## config.mk

```make
export PLATFORM = sky130hd
export DESIGN_NAME = seq_num_gen
export DESIGN_NICKNAME = d
export VERILOG_FILES = /design/src/rtl/seq_num_gen.sv
export SDC_FILE = /design/constraint.sdc
export NUM_CORES = 1
export LEC_CHECK = 0
export BUFFER_PORTS_ARGS = -buffer_cell sky130_fd_sc_hd__buf_4
export CAP_MARGIN = 0
export CORE_ASPECT_RATIO = 0.6
export CORE_UTILIZATION = 40
export DETAILED_ROUTE_END_ITERATION = 8
export GPL_TIMING_DRIVEN = 0
export MAX_ROUTING_LAYER = met4
export PLACE_DENSITY_LB_ADDON = 0.2
export SYNTH_ARGS = -nofsm -noshare
export SYNTH_HDL_FRONTEND = slang
export SYNTH_SLANG_ARGS = --single-unit
```

## constraint.sdc

```tcl
create_clock -name clk -period 3 [get_ports clk]
set_clock_uncertainty 0.05 [all_clocks]
set_input_delay 0.15 -clock clk [delete_from_list [all_inputs] [get_ports clk]]
set_output_delay 0.15 -clock clk [all_outputs]
set_load 0.005 [all_outputs]
```

## src/rtl/seq_num_gen.sv

```systemverilog
// Numbered, parity-tagged beat source: one start launches 0, STEP, 2*STEP ... up to a captured limit.
// Optional concurrent assertions are compiled in with SEQ_NUM_GEN_SVA_EN.
module seq_num_gen #(
  parameter int WIDTH = 8,
  parameter int STEP  = 1
) (
  input  logic             clk,
  input  logic             reset,
  input  logic             start,
  input  logic [WIDTH-1:0] cfg_limit,
  input  logic             ready,
  output logic [WIDTH-1:0] num,
  output logic             valid,
  output logic             even,
  output logic             last,
  output logic             busy,
  output logic             done
);

  typedef enum logic [1:0] {IDLE, RUN, DONE} state_t;

  localparam logic [WIDTH:0] STEP_W = (WIDTH+1)'(STEP);

  state_t           state_q, state_d;
  logic [WIDTH-1:0] num_q, num_d;
  logic [WIDTH-1:0] lim_q, lim_d;
  logic [WIDTH:0]   next_sum;
  logic             final_beat;

  // One extra bit so that a sum past 2**WIDTH-1 still reads as beyond the limit.
  assign next_sum   = {1'b0, num_q} + STEP_W;
  assign final_beat = next_sum > {1'b0, lim_q};

  always_ff @(posedge clk or negedge reset) begin
    if (!reset) begin
      state_q <= IDLE;
      num_q   <= '0;
      lim_q   <= '0;
    end else begin
      state_q <= state_d;
      num_q   <= num_d;
      lim_q   <= lim_d;
    end
  end

  always_comb begin
    state_d = state_q;
    num_d   = num_q;
    lim_d   = lim_q;
    case (state_q)
      IDLE: begin
        if (start) begin
          lim_d   = cfg_limit;
          num_d   = '0;
          state_d = RUN;
        end
      end
      RUN: begin
        if (ready) begin
          if (final_beat) begin
            num_d   = '0;
            state_d = DONE;
          end else begin
            num_d = next_sum[WIDTH-1:0];
          end
        end
      end
      DONE: begin
        state_d = IDLE;
      end
      default: begin
        num_d   = '0;
        state_d = IDLE;
      end
    endcase
  end

  // Outputs decode straight from registered state, so a stall holds everything.
  assign valid = (state_q == RUN);
  assign busy  = (state_q == RUN);
  assign done  = (state_q == DONE);
  assign num   = num_q;
  assign even  = valid & ~num_q[0];
  assign last  = valid & final_beat;

`ifdef SEQ_NUM_GEN_SVA_EN
  a_stall_stability: assert property (@(posedge clk) disable iff (!reset)
    valid && !ready |=> valid && $stable(num))
    else $error("stall_stability");

  a_parity: assert property (@(posedge clk) disable iff (!reset)
    valid |-> even == ~num[0])
    else $error("parity");

  a_done_pulse: assert property (@(posedge clk) disable iff (!reset)
    done |=> !done)
    else $error("done_pulse");

  a_progress: assert property (@(posedge clk) disable iff (!reset)
    valid && ready && !last |=> num == WIDTH'($past(num) + WIDTH'(STEP)))
    else $error("progress");
`endif

endmodule

```

==> out/qor.yml, run 1 <==
sta:
  min_period_over_period: 0.9362
  rsz0062_at_grt: "false"
  finalCriticalPeriod_ns: 2.809
  timing.final.hold_violations: 0
  tightest_slew_ns: 0.4423
  drv_slew: 0
  slew_headroom: 0.7048
  fmax_ghz: 0.3561
  setup_viol: 0
  setup_tns_ns: 0
synthesis:
  synth_top_area_share: 0.4162
  yosys.area.top_type: "dfrtp_1"
  synth_nets: 134
  ys_ff_latch: 18
  ys_types: 31
  ys.flop_type: "dfrtp_1"
  yosysSeqAreaShare: 0.4162
  async_reset_ff_frac: 1.000
  synth_edf_count: 0
  synth.cell_area_mm2: 0.001082
  synthTopCellsByArea: "dfrtp_1 42%, ha_1 10%, nand2_1 5.2%, o21ai_0 5.1%, a22o_1 4.0%"
  synth_area_per_cell_um2: 9.578
  netlist_instances: 113
  yosys_warnings: 0
worst_setup_path:
  critPathCaptureType: "output pin"
  cp_cell_sequence: "ha_2 > nand3_2 > nor2_1 > xor2_1 > ha_1 > nand3_1 > a211o_1 > a31oi_4 > nor2_1 > nor2_1 > buf_4"
  arrival_ns: 2.61
  slowest_stage: "dfrtp_1"
  cp_common_cell: "nor2_1"
  crit_type: "reg -> out"
  path_buf_inv: 1
  max_stage_delay_ns: 0.43
  path_delay_family: "simple AND/OR/NAND/NOR gates"
  start_kind: "register"
  path_max_fanout: 5
  required_ns: 2.80
cts:
  insertion_delay_ns: 0.26
  clock_sinks: 18
  clkTransAtPathRegs_ns: 0.07
  cts_inserted_buffers: 3
  cts_tree: "done"
  clockBufferDepth: 2
  root_buffer: "clkbuf_8"
  cts_htree_levels: 1
floorplanning:
  start_util: 0.4261
  rows: 14
  core_area_mm2: 0.002540
  dieArea_mm2: 0.002925
  die_x_um: 69.16
  ios: 25
  die_h_um: 42.29
grt:
  grt-ovfl-total: 0
  grt_pass1_vias: 837
  grt_antenna_before_repair: 0
  grt_max_degree: 19
  grt_pass1_wl_um: 4057
  grt_use_total: 0.1927
cells_and_area:
  final_common_cell: "buf_4"
  area_growth_pct: 28.21
  nets: 165
  drive_gt1_frac: 0.2937
  n_antenna_cell: 0
  num-fill-cells: 229
  mostFrequentLayoutCells: "26 x buf_4, 17 x dfrtp_1, 15 x nand2_1, 11 x o21ai_0, 10 x inv_1"
  stdcell_count: 175
route:
  vias: 892
  ant_nets: 0
  wl_per_cell_um: 13.78
  drc: 0
  dr.pass1.iters: 4
  wirelength_um: 2412
  via_per_inst: 5.097
  first_iter_violations: 36
placed_design:
  dpl.cell_count: 169
  dpl.hpwl_um: 1825
  gp_congestion: 0.8351
  port_buffers: 24
pwr:
  ir_worst_vdd_uv: 338.0
  p_leak_nw: 0.6847
  p_per_area_mw_per_mm2: 864.9
  power.total_w: 0.001200
status:
  status: "completed"
worst_hold_path:
  worstHoldPathType: "in -> reg"
job:
  max-cap-violations: 0
==> logic make-up after synthesis <==
family,synth area share
compound gates,0.1676
fa+ha+maj,0.1040
simple gates,0.2150
flops,0.4162
mux,0.01040
buf+inv,0.04624
xor+xnor,0.04047
==> where the power goes <==
part | switching [W] | internal (W) | total, W | leakage [nW]
Sequential | 0.0000625 | 0.000327 | 0.000389 | 0.230
Combinational | 0.000320 | 0.000288 | 0.000607 | 0.426
Clock | 0.0000864 | 0.000117 | 0.000203 | 0.0288
Total | 0.000469 | 0.000731 | 0.00120 | 0.685
==> tightest hold or removal path: cells and delay by family <==
family / cells / cell delay (ns)
compound gates: 1 / 0.05
simple gates: 1 / 0.03
buf+inv: 1 / 0.08
==> stage by stage <==
stage	hold slack (ns)	area (um^2)	utilization	worst slack, ns
5_1_grt	0.03880	1388	0.5463	0.03841
2_1_floorplan	-0.1956	1082	-	0.5398
3_3_place_gp	-0.01609	1303	0.5128	0.2851
6_report	0.03560	1388	0.5463	0.1914
4_1_cts	0.03628	1380	0.5434	0.08932
3_5_place_dp	-0.01194	1303	0.5128	0.2337
==> worst paths after layout <==
path,from,end,slack [ns],depth (start not counted)
worst max-delay path,num[1]$_DFFE_PN0P_,last,0.19,11
worst min-delay path,cfg_limit[7],lim_q[7]$_DFFE_PN0P_,0.04,3
worst max register to register,num[1]$_DFFE_PN0P_,num[2]$_DFFE_PN0P_,0.29,11
worst min register to register,lim_q[0]$_DFFE_PN0P_,lim_q[0]$_DFFE_PN0P_,0.48,1
max in group asynchronous,reset,num[0]$_DFFE_PN0P_,2.43,2
min in group asynchronous,reset,lim_q[6]$_DFFE_PN0P_,0.24,2
==> synth_stat cells, types with 2 or more instances <==
cell      instances
a21o_1            2
nand3_1           5
nor2_1            7
nor3_2            2
inv_1            10
nand2b_1          4
ha_1              9
xor2_1            3
o21ai_0          11
a22o_1            5
xnor2_1           2
a21oi_1           3
dfrtp_1          18
nand2_1          15
==> final cells by class <==
class,count,area [um^2],share of cell area
multi-input cells,83,593.1,0.4274
flip-flops and latches,18,451.7,0.3255
repair buffers,26,197.7,0.1425
clock buffers,4,55.05,0.03968
well taps,32,40.04,0.02885
inverters,10,37.54,0.02705
plain buffers,2,12.51,0.009017
==> registers in the layout, summed over array words and instances (netlist names) <==
| name | flops |
|---|---|
| num | 8 |
| state_q | 2 |
| lim_q | 8 |
==> per-layer routing <==
layer  part of all wire  routed length, um  global-route usage
met1               0.51               1227              0.2546
met2               0.42               1010              0.2680
met3              0.055                133             0.06971
met4              0.017                 41             0.07755
met5                  0                  0                   -
==> timing repair <==
item,CTS,global route
setup buffers,1,0
cloned,0,0
hold buffers,1,0
pin swaps,1,0
hold endpoints to repair,18,0
endpoints found under the setup margin,1,2
gates resized for setup,2,2
Power figures use the tool's default switching activity.
==> run 2: changes to the inputs <==
- ABC_AREA: not set -> 1
==> out/qor.yml, run 2 <==
synthesis:
  yosysSeqAreaShare: 0.3731  # -0.04313
  async_reset_ff_frac: 1.000  # unchanged
  synth_area_per_cell_um2: 6.939  # -28%
  yosys.area.top_type: "dfrtp_1"
  ys_ff_latch: 18  # unchanged
  ys.flop_type: "dfrtp_1"
  synthTopCellsByArea: "dfrtp_1 37%, nand2_1 14%, inv_1 9.9%, ha_1 9.3%, nor2_1 7.8%"
  yosys_warnings: 0  # unchanged
  synth.most_common_cell: "nand2_1"
  synth_common_cells: "46 x nand2_1, 32 x inv_1, 25 x nor2_1"
  synth_top_area_share: 0.3731  # -0.04313
  synth_nets: 195  # +46%
  synth.cell_area_mm2: 0.001207  # +12%
  netlist_instances: 174  # +54%
  ys_types: 18  # -42%
  synth_edf_count: 0  # unchanged
pwr:
  p_per_area_mw_per_mm2: 731.9  # -15%
  p_leak_nw: 0.8981  # +31%
  ir_worst_vdd_uv: 324.4  # -4.0%
cells_and_area:
  area_growth_pct: 25.60
  stdcell_count: 245  # +40%
  drive_gt1_frac: 0.2118  # -0.08188
  nets: 225  # +36%
  mostFrequentLayoutCells: "46 x nand2_1, 32 x inv_1, 25 x buf_4, 24 x nor2_1, 17 x dfrtp_1"
  num-fill-cells: 299  # +31%
  final_area_mm2: 0.001516  # +9.3%
  final_common_cell: "nand2_1"
  n_antenna_cell: 0  # unchanged
  final_core_util: 0.5281  # -0.01820
  regArea_um2: 451.7  # unchanged
  multi_input_area_um2: 590.6  # -0.42%
route:
  dr.pass1.iters: 4  # unchanged
  drc: 0  # unchanged
  vias: 1104  # +24%
  wirelength_um: 2423  # +0.46%
  wl_per_cell_um: 9.890  # -28%
  first_iter_violations: 48  # +33%
  ant_nets: 0  # unchanged
  via_per_inst: 4.506  # -12%
cts:
  insertion_delay_ns: 0.26  # about the same
  clockBufferDepth: 2  # unchanged
  cts_tree: "done"
  root_buffer: "clkbuf_8"
  cts_htree_levels: 1  # unchanged
  clock_sinks: 18  # unchanged
  cts_inserted_buffers: 3  # unchanged
  clkTransAtPathRegs_ns: 0.07  # about the same
sta:
  rsz0062_at_grt: "false"
  setup_tns_ns: 0  # unchanged
  finalCriticalPeriod_ns: 2.703  # -0.1057 ns
  drv_slew: 0  # unchanged
  slew_headroom: 0.7088  # +0.003990
  hold_ws_ns: 0.07180  # +0.03620 ns
  timing.final.hold_violations: 0  # unchanged
  setup_viol: 0  # unchanged
  tightest_slew_ns: 0.4368  # -0.005510 ns
  min_period_over_period: 0.9010  # -0.03523
  fmax_ghz: 0.3700  # +3.9%
floorplanning:
  core_area_mm2: 0.002872  # +13%
  rows: 15  # +1
  start_util: 0.4205  # -0.005629
  die_h_um: 44.56  # +5.4%
  die_x_um: 72.93  # +5.5%
  ios: 25  # unchanged
  dieArea_mm2: 0.003249  # +11%
worst_setup_path:
  crit_type: "reg -> out"
  start_kind: "register"
  r2r_setup_slack_ns: 0.67  # +0.38 ns
  critPathCaptureType: "output pin"
  required_ns: 2.80  # about the same
  path_max_fanout: 10  # +5
  arrival_ns: 2.50  # -0.11 ns
placed_design:
  post_dp_cell_area_mm2: 0.001440  # +11%
  gp_congestion: 0.8875  # +6.3%
  dpl.hpwl_um: 1860  # +1.9%
  dpl.cell_count: 240  # +42%
  port_buffers: 24  # unchanged
grt:
  grt_antenna_before_repair: 0  # unchanged
  grt_pass1_wl_um: 4077  # +0.49%
  grt_use_total: 0.1718  # -0.02087
  grt_pass1_vias: 938  # +12%
  grt_max_degree: 19  # unchanged
  grt-ovfl-total: 0  # unchanged
job:
  max-cap-violations: 0  # unchanged
status:
  status: "completed"
worst_hold_path:
  worstHoldPathType: "in -> reg"
run 2: cell types whose count changed in the layout (fill, tap and decap cells not counted), moves of 3 or more:
cell	delta
a21oi_1	+6
nand2_1	+31
nor2_1	+17
inv_1	+22
nand2b_1	-4
o21ai_0	-11
nor2_2	+3
nand3_1	+11
a22o_1	-5
run 2: metrics by stage:
stage                     setup WS, ns  power (W)
after CTS                       0.1123   0.001114
after global routing           0.05897   0.001226
final                           0.2971   0.001110
after global placement          0.4582  0.0008916
after detailed placement        0.4163  0.0009044
after floorplan                 0.8481  0.0007444
run 2: kinds of logic (layout without fill, tap and decap cells):
| logic type | count (synthesis) | after routing | share of synthesized area |
|---|---|---|---|
| xor+xnor | 2 | 2 | 0.01451 |
| mux | 1 | 1 | 0.009326 |
| compound gates | 8 | 8 | 0.03316 |
| buf+inv | 40 | 69 | 0.1440 |
| fa+ha+maj | 9 | 9 | 0.09327 |
| simple gates | 96 | 96 | 0.3326 |
| flops | 18 | 18 | 0.3731 |
run 2: per-layer routing:
layer  routed length, um  GRT usage  vias up
li1                    -          -      582
met1                1270     0.2462      495
met2                1019     0.2336       27
met3                 132    0.05695        0
met4                   0    0.03137        0
met5                   0          -        -
run 2: worst paths after layout:
| path | cells after the start | from | to |
|---|---|---|---|
| max in group asynchronous | 2 | reset | num[0]$_DFFE_PN0P_ |
| max reg2reg | 14 | num[0]$_DFFE_PN0P_ | num[6]$_DFFE_PN0P_ |
| min | 2 | cfg_limit[0] | lim_q[0]$_DFFE_PN0P_ |
| max | 15 | num[0]$_DFFE_PN0P_ | last |
| min in group asynchronous | 2 | reset | num[5]$_DFFE_PN0P_ |
| min reg2reg | 2 | lim_q[7]$_DFFE_PN0P_ | lim_q[7]$_DFFE_PN0P_ |
run 2: what timing repair did:
item / CTS / global route
setup buffers: 0 / 0
hold buffers: 1 / 0
gates resized for setup: 0 / 4
endpoints found under the hold margin: 18 / 0
endpoints found under the setup margin: 0 / 1
run 2: critical path: stages, from the launching register on:
cell and delay (ns):
dfrtp_2 0.46, ha_1 0.25, nand3_2 0.13, xor2_1 0.20
inv_1 0.07, ha_1 0.29, nand2_1 0.05, inv_1 0.08
nand2_1 0.06, nand3_1 0.08, nand2_1 0.05, nand2_1 0.05
nand2_1 0.08, clkbuf_4 0.20, nor2_1 0.10, buf_4 0.11
run 2: area by class of cell:
| class | count | area share |
|---|---|---|
| Timing Repair Buffer | 25 | 0.1254 |
| Sequential cell | 18 | 0.2979 |
| Inverter | 32 | 0.07921 |
| Multi-Input combinational cell | 116 | 0.3894 |
| Buffer | 8 | 0.03713 |
| Clock buffer | 4 | 0.03630 |
| Tap cell | 42 | 0.03465 |
run 2: where the power goes:
part | leakage [nW] | total (W) | internal (W) | switching (W)
Sequential | 0.214 | 0.000390 | 0.000333 | 0.0000575
Clock | 0.0288 | 0.000204 | 0.000117 | 0.0000870
Combinational | 0.656 | 0.000516 | 0.000235 | 0.000281
Total | 0.898 | 0.00111 | 0.000685 | 0.000425
